`src/rtl/lut_cfg_pkg.sv`:
```
// Shared types and sizing helpers for the LUTRAM configuration loader.
package lut_cfg_pkg;

    typedef enum logic [1:0] {
        IDLE  = 2'd0,
        LOAD  = 2'd1,
        CHECK = 2'd2,
        DONE  = 2'd3
    } state_e;

    function automatic int lut_depth(input int k);
        return 1 << k;
    endfunction

    // A single LUT still needs a one-bit index so ports never collapse to zero width.
    function automatic int idx_width(input int n);
        return (n > 1) ? $clog2(n) : 1;
    endfunction

endpackage

```
`src/rtl/lut_cfg_addr_gen.sv`:
```
// Address / LUT-index counter for the configuration stream, with wrap and last-bit flag.
module lut_cfg_addr_gen
    import lut_cfg_pkg::*;
#(
    parameter int NUM_LUTS = 16,
    parameter int LUT_K    = 6,
    parameter int IDX_W    = idx_width(NUM_LUTS)
) (
    input  logic             clk,
    input  logic             rst_n,
    input  logic             clear_i,
    input  logic             step_i,
    output logic [LUT_K-1:0] addr_o,
    output logic [IDX_W-1:0] idx_o,
    output logic             last_o
);
    localparam int DEPTH = lut_depth(LUT_K);

    logic [LUT_K-1:0] addr_q, addr_d;
    logic [IDX_W-1:0] idx_q, idx_d;
    logic             addr_wrap;

    assign addr_wrap = (addr_q == LUT_K'(DEPTH - 1));
    assign last_o    = addr_wrap && (idx_q == IDX_W'(NUM_LUTS - 1));
    assign addr_o    = addr_q;
    assign idx_o     = idx_q;

    always_comb begin
        addr_d = addr_q;
        idx_d  = idx_q;
        if (clear_i || (step_i && last_o)) begin
            addr_d = '0;
            idx_d  = '0;
        end else if (step_i) begin
            if (addr_wrap) begin
                addr_d = '0;
                idx_d  = idx_q + IDX_W'(1);
            end else begin
                addr_d = addr_q + LUT_K'(1);
            end
        end
    end

    always_ff @(posedge clk or negedge rst_n) begin
        if (!rst_n) begin
            addr_q <= '0;
            idx_q  <= '0;
        end else begin
            addr_q <= addr_d;
            idx_q  <= idx_d;
        end
    end

endmodule

```
`src/rtl/lut_cfg_ctrl.sv`:
```
// Streams serial config bits into NUM_LUTS LUTRAMs, one registered write per accepted bit.
// Define LUT_CFG_PARITY_EN to add a CHECK state that verifies a trailing even-parity bit.
module lut_cfg_ctrl
    import lut_cfg_pkg::*;
#(
    parameter int NUM_LUTS = 16,
    parameter int LUT_K    = 6
) (
    input  logic                clk,
    input  logic                rst_n,
    input  logic                start,
    input  logic                abort,
    input  logic                cfg_valid,
    input  logic                cfg_data,
    output logic                cfg_ready,
    output logic [LUT_K-1:0]    lut_a,
    output logic                lut_d,
    output logic [NUM_LUTS-1:0] lut_we,
    output logic                busy,
    output logic                done,
    output logic                err
);
    localparam int IDX_W = idx_width(NUM_LUTS);

    state_e              state_q, state_d;
    logic                start_ok, start_acc, accept, load_accept, last_bit;
    logic [LUT_K-1:0]    addr;
    logic [IDX_W-1:0]    lut_idx;
    logic [LUT_K-1:0]    lut_a_q, lut_a_d;
    logic                lut_d_q, lut_d_d;
    logic [NUM_LUTS-1:0] lut_we_q, lut_we_d;

    assign start_ok    = start & ~abort;
    assign start_acc   = start_ok & ((state_q == IDLE) | (state_q == DONE));
    assign accept      = cfg_valid & cfg_ready;
    assign load_accept = accept & (state_q == LOAD);

    lut_cfg_addr_gen #(
        .NUM_LUTS (NUM_LUTS),
        .LUT_K    (LUT_K),
        .IDX_W    (IDX_W)
    ) u_addr_gen (
        .clk     (clk),
        .rst_n   (rst_n),
        .clear_i (start_acc),
        .step_i  (load_accept),
        .addr_o  (addr),
        .idx_o   (lut_idx),
        .last_o  (last_bit)
    );

    // NOTE: state registers use non-blocking assignment so every flop samples pre-edge values.
    always_ff @(posedge clk or negedge rst_n) begin
        if (!rst_n) state_q <= IDLE;
        else        state_q <= state_d;
    end

    // NOTE: every always_comb assigns its outputs a default first, so no path can infer a latch.
    always_comb begin
        state_d = state_q;
        case (state_q)
            IDLE:  if (start_ok) state_d = LOAD;
            LOAD: begin
                if (abort) begin
                    state_d = IDLE;
                end else if (load_accept && last_bit) begin
`ifdef LUT_CFG_PARITY_EN
                    state_d = CHECK;
`else
                    state_d = DONE;
`endif
                end
            end
`ifdef LUT_CFG_PARITY_EN
            CHECK: begin
                if (abort)       state_d = IDLE;
                else if (accept) state_d = DONE;
            end
`else
            CHECK: state_d = IDLE;
`endif
            DONE:  if (start_ok) state_d = LOAD;
            default: state_d = IDLE;
        endcase
    end

    // Ready drops in the abort cycle itself so no bit is taken while cancelling.
    always_comb begin
        cfg_ready = 1'b0;
        busy      = 1'b0;
        done      = 1'b0;
        case (state_q)
            LOAD: begin
                cfg_ready = ~abort;
                busy      = 1'b1;
            end
`ifdef LUT_CFG_PARITY_EN
            CHECK: begin
                cfg_ready = ~abort;
                busy      = 1'b1;
            end
`endif
            DONE: done = 1'b1;
            default: ;
        endcase
    end

    always_comb begin
        lut_a_d = lut_a_q;
        lut_d_d = lut_d_q;
        if (load_accept) begin
            lut_a_d = addr;
            lut_d_d = cfg_data;
        end
        for (int i = 0; i < NUM_LUTS; i++) begin
            lut_we_d[i] = load_accept && (lut_idx == IDX_W'(i));
        end
    end

    always_ff @(posedge clk or negedge rst_n) begin
        if (!rst_n) begin
            lut_a_q  <= '0;
            lut_d_q  <= 1'b0;
            lut_we_q <= '0;
        end else begin
            lut_a_q  <= lut_a_d;
            lut_d_q  <= lut_d_d;
            lut_we_q <= lut_we_d;
        end
    end

    assign lut_a  = lut_a_q;
    assign lut_d  = lut_d_q;
    assign lut_we = lut_we_q;

`ifdef LUT_CFG_PARITY_EN
    logic parity_q, parity_d, err_q, err_d, check_accept;

    assign check_accept = accept & (state_q == CHECK);

    always_comb begin
        parity_d = parity_q;
        err_d    = err_q;
        if (start_acc) begin
            parity_d = 1'b0;
            err_d    = 1'b0;
        end else begin
            if (load_accept)  parity_d = parity_q ^ cfg_data;
            if (check_accept) err_d    = parity_q ^ cfg_data;
        end
    end

    always_ff @(posedge clk or negedge rst_n) begin
        if (!rst_n) begin
            parity_q <= 1'b0;
            err_q    <= 1'b0;
        end else begin
            parity_q <= parity_d;
            err_q    <= err_d;
        end
    end

    assign err = err_q;
`else
    assign err = 1'b0;
`endif

endmodule

```
`config.mk`:
```
export PLATFORM = sky130hd
export DESIGN_NAME = lut_cfg_ctrl
export DESIGN_NICKNAME = d
export VERILOG_FILES = /design/src/rtl/lut_cfg_pkg.sv /design/src/rtl/lut_cfg_addr_gen.sv /design/src/rtl/lut_cfg_ctrl.sv
export SDC_FILE = /design/constraint.sdc
export NUM_CORES = 1
export LEC_CHECK = 0
export ABC_AREA = 0
export CAP_MARGIN = 10
export CORE_MARGIN = 3
export CORE_UTILIZATION = 55
export CTS_BUF_LIST = sky130_fd_sc_hd__clkbuf_8
export DETAILED_ROUTE_END_ITERATION = 10
export PLACE_DENSITY_LB_ADDON = 0.08
export SETUP_SLACK_MARGIN = 0.4
export SLEW_MARGIN = 20
export SYNTH_ARGS = -nofsm -noshare
export SYNTH_HDL_FRONTEND = slang
export SYNTH_SLANG_ARGS = --single-unit
```
`constraint.sdc`:
```
create_clock -name clk -period 5 [get_ports clk]
set_clock_uncertainty 0.2 [all_clocks]
set_input_delay 1 -clock clk [delete_from_list [all_inputs] [get_ports clk]]
set_output_delay 1 -clock clk [all_outputs]
set_load 0.005 [all_outputs]
```
=== Yosys cells after proc, flatten, opt, wreduce, memory -nomap -nowiden ===
Index checks and enable logic that the tools add are counted.

* Equality and inequality tests: 21
* Muxes and demuxes: 13
* Bitwise operators: 6
* $add $sub $neg: 2
* Reductions and logical operators: 26

{| class="wikitable"
|+ Operator list
! kind !! number
|-
| 4-bit equality test, second input constant || 8
|-
| 1-bit logical AND || 18
|-
| 6-bit 2-to-1 mux || 3
|-
| 4-bit by 3-bit equality test with 1-bit output, second input constant || 4
|-
| 4-bit 2-to-1 mux || 3
|-
| 4-bit by 2-bit equality test with 1-bit output, second input constant || 2
|-
| 6-bit by 1-bit adder with 6-bit output, second input constant || 1
|-
| 6-bit equality test, second input constant || 1
|-
| 2-bit 2-to-1 mux || 3
|-
| 2-bit case mux with 3 select lines || 1
|-
| 4-bit by 1-bit adder with 4-bit output, second input constant || 1
|-
| 1-bit bitwise AND || 4
|-
| 2-bit equality test, second input constant || 2
|-
| 4-bit by 1-bit equality test with 1-bit output, second input constant || 1
|-
| 4-bit zero test || 1
|-
| 2-bit AND reduction || 2
|-
| 2-bit nonzero test || 2
|-
| 1-bit 2-to-1 mux || 3
|-
| 3-bit by 2-bit inequality test with 1-bit output, second input constant || 1
|-
| 2-bit by 1-bit equality test with 1-bit output, second input constant || 1
|-
| 2-bit zero test || 1
|-
| 2-bit by 1-bit inequality test with 1-bit output, second input constant || 1
|-
| 2-bit OR reduction || 1
|-
| 1-bit logical OR || 1
|-
| 2 further kinds || 2
|}

* Input bits: 6
* Register bits after elaboration: 35
* Logic and storage cells: 74
* Output and inout bits: 27

=== Logic depth before layout (Yosys ltp) ===
* Depth in word-level cells: 8
* Gate-level depth with buffers: 7
* Mapped depth without buffers: 6

=== Cells and area by module ===
A second synthesis with hierarchy kept.

* Cells, all modules: 134
* Area total of the unflattened synthesis: 1525.2 µm²

{| class="wikitable"
|+ By module, submodules not included
! module !! cells each !! times used !! sequential area each (µm²) !! area each (µm²)
|-
| lut_cfg_ctrl || 76 || 1 || 625.6 || 965.9
|-
| lut_cfg_addr_gen || 58 || 1 || 250.2 || 559.3
|}

=== Worst setup path before layout ===
No wires, ideal clock.

* Path kind: input to output
* From: in abort
* To: out cfg_ready
* Path buffers: 0
* Required time: 3.800 ns
* Data arrival time: 1.146 ns
* Setup slack: 2.654 ns
* Stages: 1
* Cell sequence: nor2b_1

* Cells in the longest elaborated chain, start to end: 2

{| class="wikitable"
|+ Ends and longest elaborated chain
! what !! line !! text
|-
| start, declared || lut_cfg_ctrl.sv:12 || <nowiki>input logic abort,</nowiki>
|-
| 1-bit NOT || lut_cfg_ctrl.sv:94 || <nowiki>cfg_ready = ~abort;</nowiki>
|-
| 1-bit 2-to-1 mux || lut_cfg_ctrl.sv:92 || <nowiki>case (state_q)</nowiki>
|-
| end, declared || lut_cfg_ctrl.sv:15 || <nowiki>output logic cfg_ready,</nowiki>
|}

Every way passes these cells.

=== Final worst setup path ===
Same ends and word-level chain as after synthesis.

==> impl_metrics.json <==
{
  "cp-start-kind": "primary input",
  "post-place-ws_ns": 1.55,
  "fp.dieW_um": 58.6,
  "num_rows": 18,
  "dieArea_um2": 3430,
  "cts_num_sinks": 35,
  "synthCells": 150,
  "start_util": 0.597,
  "cts_made_buffers": 5,
  "crit_fanout": 7,
  "critPathKind": "in2out",
  "synth-compound-area-share": 0.0857,
  "drv_cap": 0,
  "period_minus_slack_ns": 3.43,
  "setup-tns-final_ns": 0,
  "drc": 0,
  "area_delta_synth_final_pct": 27.7,
  "wire_per_inst_um": 14.2,
  "htreeDepth": 2,
  "tightestPinTransition_ns": 0.596,
  "timing.critical_path.arrival_ns": 2.23,
  "clockBufferDepth": 2,
  "grt_util_all_layers": 0.207,
  "fin_crit_sh": 0.686,
  "grt_max_degree": 36,
  "fmax_mhz": 291,
  "path_clk_slew_ns": 0.07,
  "setup_viol": 0,
  "place.gp.congestion": 0.772,
  "status": "finished clean",
  "drtPass1Iterations": 4,
  "antenna_found_initial": 0,
  "cp-end-kind": "primary output",
  "placed_area_um2": 1840,
  "syn-num-nets": 164,
  "slew_headroom": 0.602,
  "gr-total-overflow": 0,
  "final_nets": 196,
  "grt_pass1_vias": 1170,
  "syn_area_um2": 1520,
  "postCtsHoldBufs": 0,
  "holdWs_ns": 0.274,
  "synthAdderAreaFrac": 0.0659,
  "pin_count": 33,
  "synth_top_family_by_area": "simple AND/OR/NAND/NOR gates",
  "vias": 1188,
  "leakage_nw": 0.884,
  "syn_avg_cell_area_um2": 10.1,
  "post_cts_buffers": 0,
  "yosysWarnings": 0,
  "wl_um": 3020,
  "slew_viol_final": 0,
  "synth_xor_area_frac": 0.0115,
  "hp-class": "reg2reg",
  "viasPerCell": 5.58,
  "numPortBuffers": 31,
  "die_h_um": 58.6,
  "stdcell_area_um2": 1940,
  "antenna_cells": 0,
  "ant_nets": 0,
  "dp_hpwl_um": 2110,
  "tritoncts": "yes",
  "finalHoldViolations": 0,
  "insertion_delay_ns": 0.28,
  "cts_resized": 0,
  "vdd_drop_max_uv": 324,
  "setup_ws_ns": 1.57,
  "synth_mux_area_frac": 0.00659,
  "yosysSeqAreaShare": 0.577,
  "nFillCells": 175,
  "drive_gt1_frac": 0.0601,
  "synth-seq-cells": 35,
  "rsz0062_at_grt": "false",
  "cts_root_buf": "clkbuf_8",
  "coreArea_um2": 2540,
  "synth.distinct_cells": 33,
  "drtIter0Drc": 36,
  "critPathRequiredTime_ns": 3.80,
  "p_per_area_nw_per_um2": 360,
  "grt_pass1_wl_um": 5220,
  "synthSimpleGateAreaFrac": 0.218
}
## stage by stage
stage	std cells	power, mW	util
2_1_floorplan	150	0.416	-
3_3_place_gp	205	0.475	0.723
3_5_place_dp	205	0.487	0.723
4_1_cts	213	0.708	0.762
5_1_grt	213	0.744	0.762
6_report	213	0.697	0.762
## path summary, 6_finish.rpt
path | end | depth (start not counted) | start | slack [ns]
max | cfg_ready | 3 | abort | 1.57
max in group asynchronous | lut_d$_DFFE_PN0P_ | 2 | rst_n | 3.37
min reg2reg | lut_a[5]$_DFFE_PN0P_ | 2 | lut_a[5]$_DFFE_PN0P_ | 0.27
max reg2reg | u_addr_gen.idx_o[0]$_DFFE_PN0P_ | 5 | state_q[1]$_DFFE_PN0P_ | 2.74
min | lut_a[5]$_DFFE_PN0P_ | 2 | lut_a[5]$_DFFE_PN0P_ | 0.27
min in group asynchronous | lut_we[8]$_DFF_PN0_ | 2 | rst_n | 0.93
## critical path: stages
cell and delay, ns:
clkdlybuf4s50_1 0.49, nor2b_1 0.20, clkdlybuf4s50_1 0.54
## power breakdown
part,leakage [nW],internal [mW],total [mW],switching [mW]
logic,0.346,0.0730,0.152,0.0795
registers,0.483,0.308,0.329,0.0206
clock network,0.0557,0.123,0.216,0.0925
total,0.884,0.505,0.697,0.193
## flip-flops by register name, summed over array words and instances (netlist names)
signal,flops
state_q,2
u_addr_gen.addr_o,6
lut_a,6
u_addr_gen.idx_o,4
lut_d,1
lut_we,16
## cells in the mapped netlist (all sizes together)
| library cell | n | area [µm²] |
|---|---|---|
| dfrtp | 35 | 876 |
| nand2 | 31 | 119 |
| nor2 | 19 | 71.3 |
| ha | 8 | 100 |
| a21oi | 7 | 35.0 |
| buf | 5 | 27.5 |
| nor3 | 5 | 25.0 |
| o21ai | 5 | 25.0 |
| inv | 4 | 15.0 |
| nand3 | 4 | 25.0 |
| nand2b | 3 | 18.8 |
| a311oi | 2 | 17.5 |
| clkbuf | 2 | 7.51 |
| nand4b | 2 | 17.5 |
| or3 | 2 | 12.5 |
| xor2 | 2 | 17.5 |
| a31oi | 1 | 6.26 |
| and3b | 1 | 8.76 |
| conb | 1 | 3.75 |
| mux2i | 1 | 10.0 |
| nand3b | 1 | 7.51 |
| nand4 | 1 | 6.26 |
| nor2b | 1 | 6.26 |
| o211ai | 1 | 7.51 |
| o221a | 1 | 11.3 |
| o31ai | 1 | 7.51 |
| o32ai | 1 | 8.76 |
| o41a | 1 | 11.3 |
| or2 | 1 | 6.26 |
| or4 | 1 | 7.51 |
## final cells by class
class,count,area (µm²),share of cell area
clock buffer,7,96.3,0.0497
clock inverter,1,3.75,0.00194
inverter,4,15.0,0.00774
multi-input combinational,104,593,0.306
sequential,35,876,0.452
tap,30,37.5,0.0194
timing repair buffer,32,318,0.164
## per-layer routing
layer	track usage	wire, µm	vias up
met3	0.0658	191	4
met1	0.247	1230	578
met5	0	0	-
met4	0.0894	20	0
met2	0.344	1580	41
li1	-	-	565
## cell families after synthesis
kind of cell,count (synthesis)
multiplexers,1
XOR/XNOR,2
buffers and inverters,11
adder cells (fa/ha/maj),8
AND/OR/NAND/NOR,72
flip-flops,35
other,1
AO/OA/AOI/OAI,20
## cells in the final DEF (no fill, tap or decap), types with 2 or more instances in the layout
| cell | n |
|---|---|
| nand4b_1 | 2 |
| a21oi_1 | 7 |
| xor2_1 | 2 |
| o21ai_0 | 5 |
| a311oi_1 | 2 |
| clkbuf_8 | 7 |
| nor2_1 | 19 |
| or3_1 | 2 |
| nor3_1 | 5 |
| ha_1 | 8 |
| clkdlybuf4s50_1 | 31 |
| nand2b_1 | 3 |
| dfrtp_1 | 35 |
| nand2_1 | 30 |
| nand3_1 | 3 |
| inv_1 | 5 |
Power figures use the tool's default switching activity.
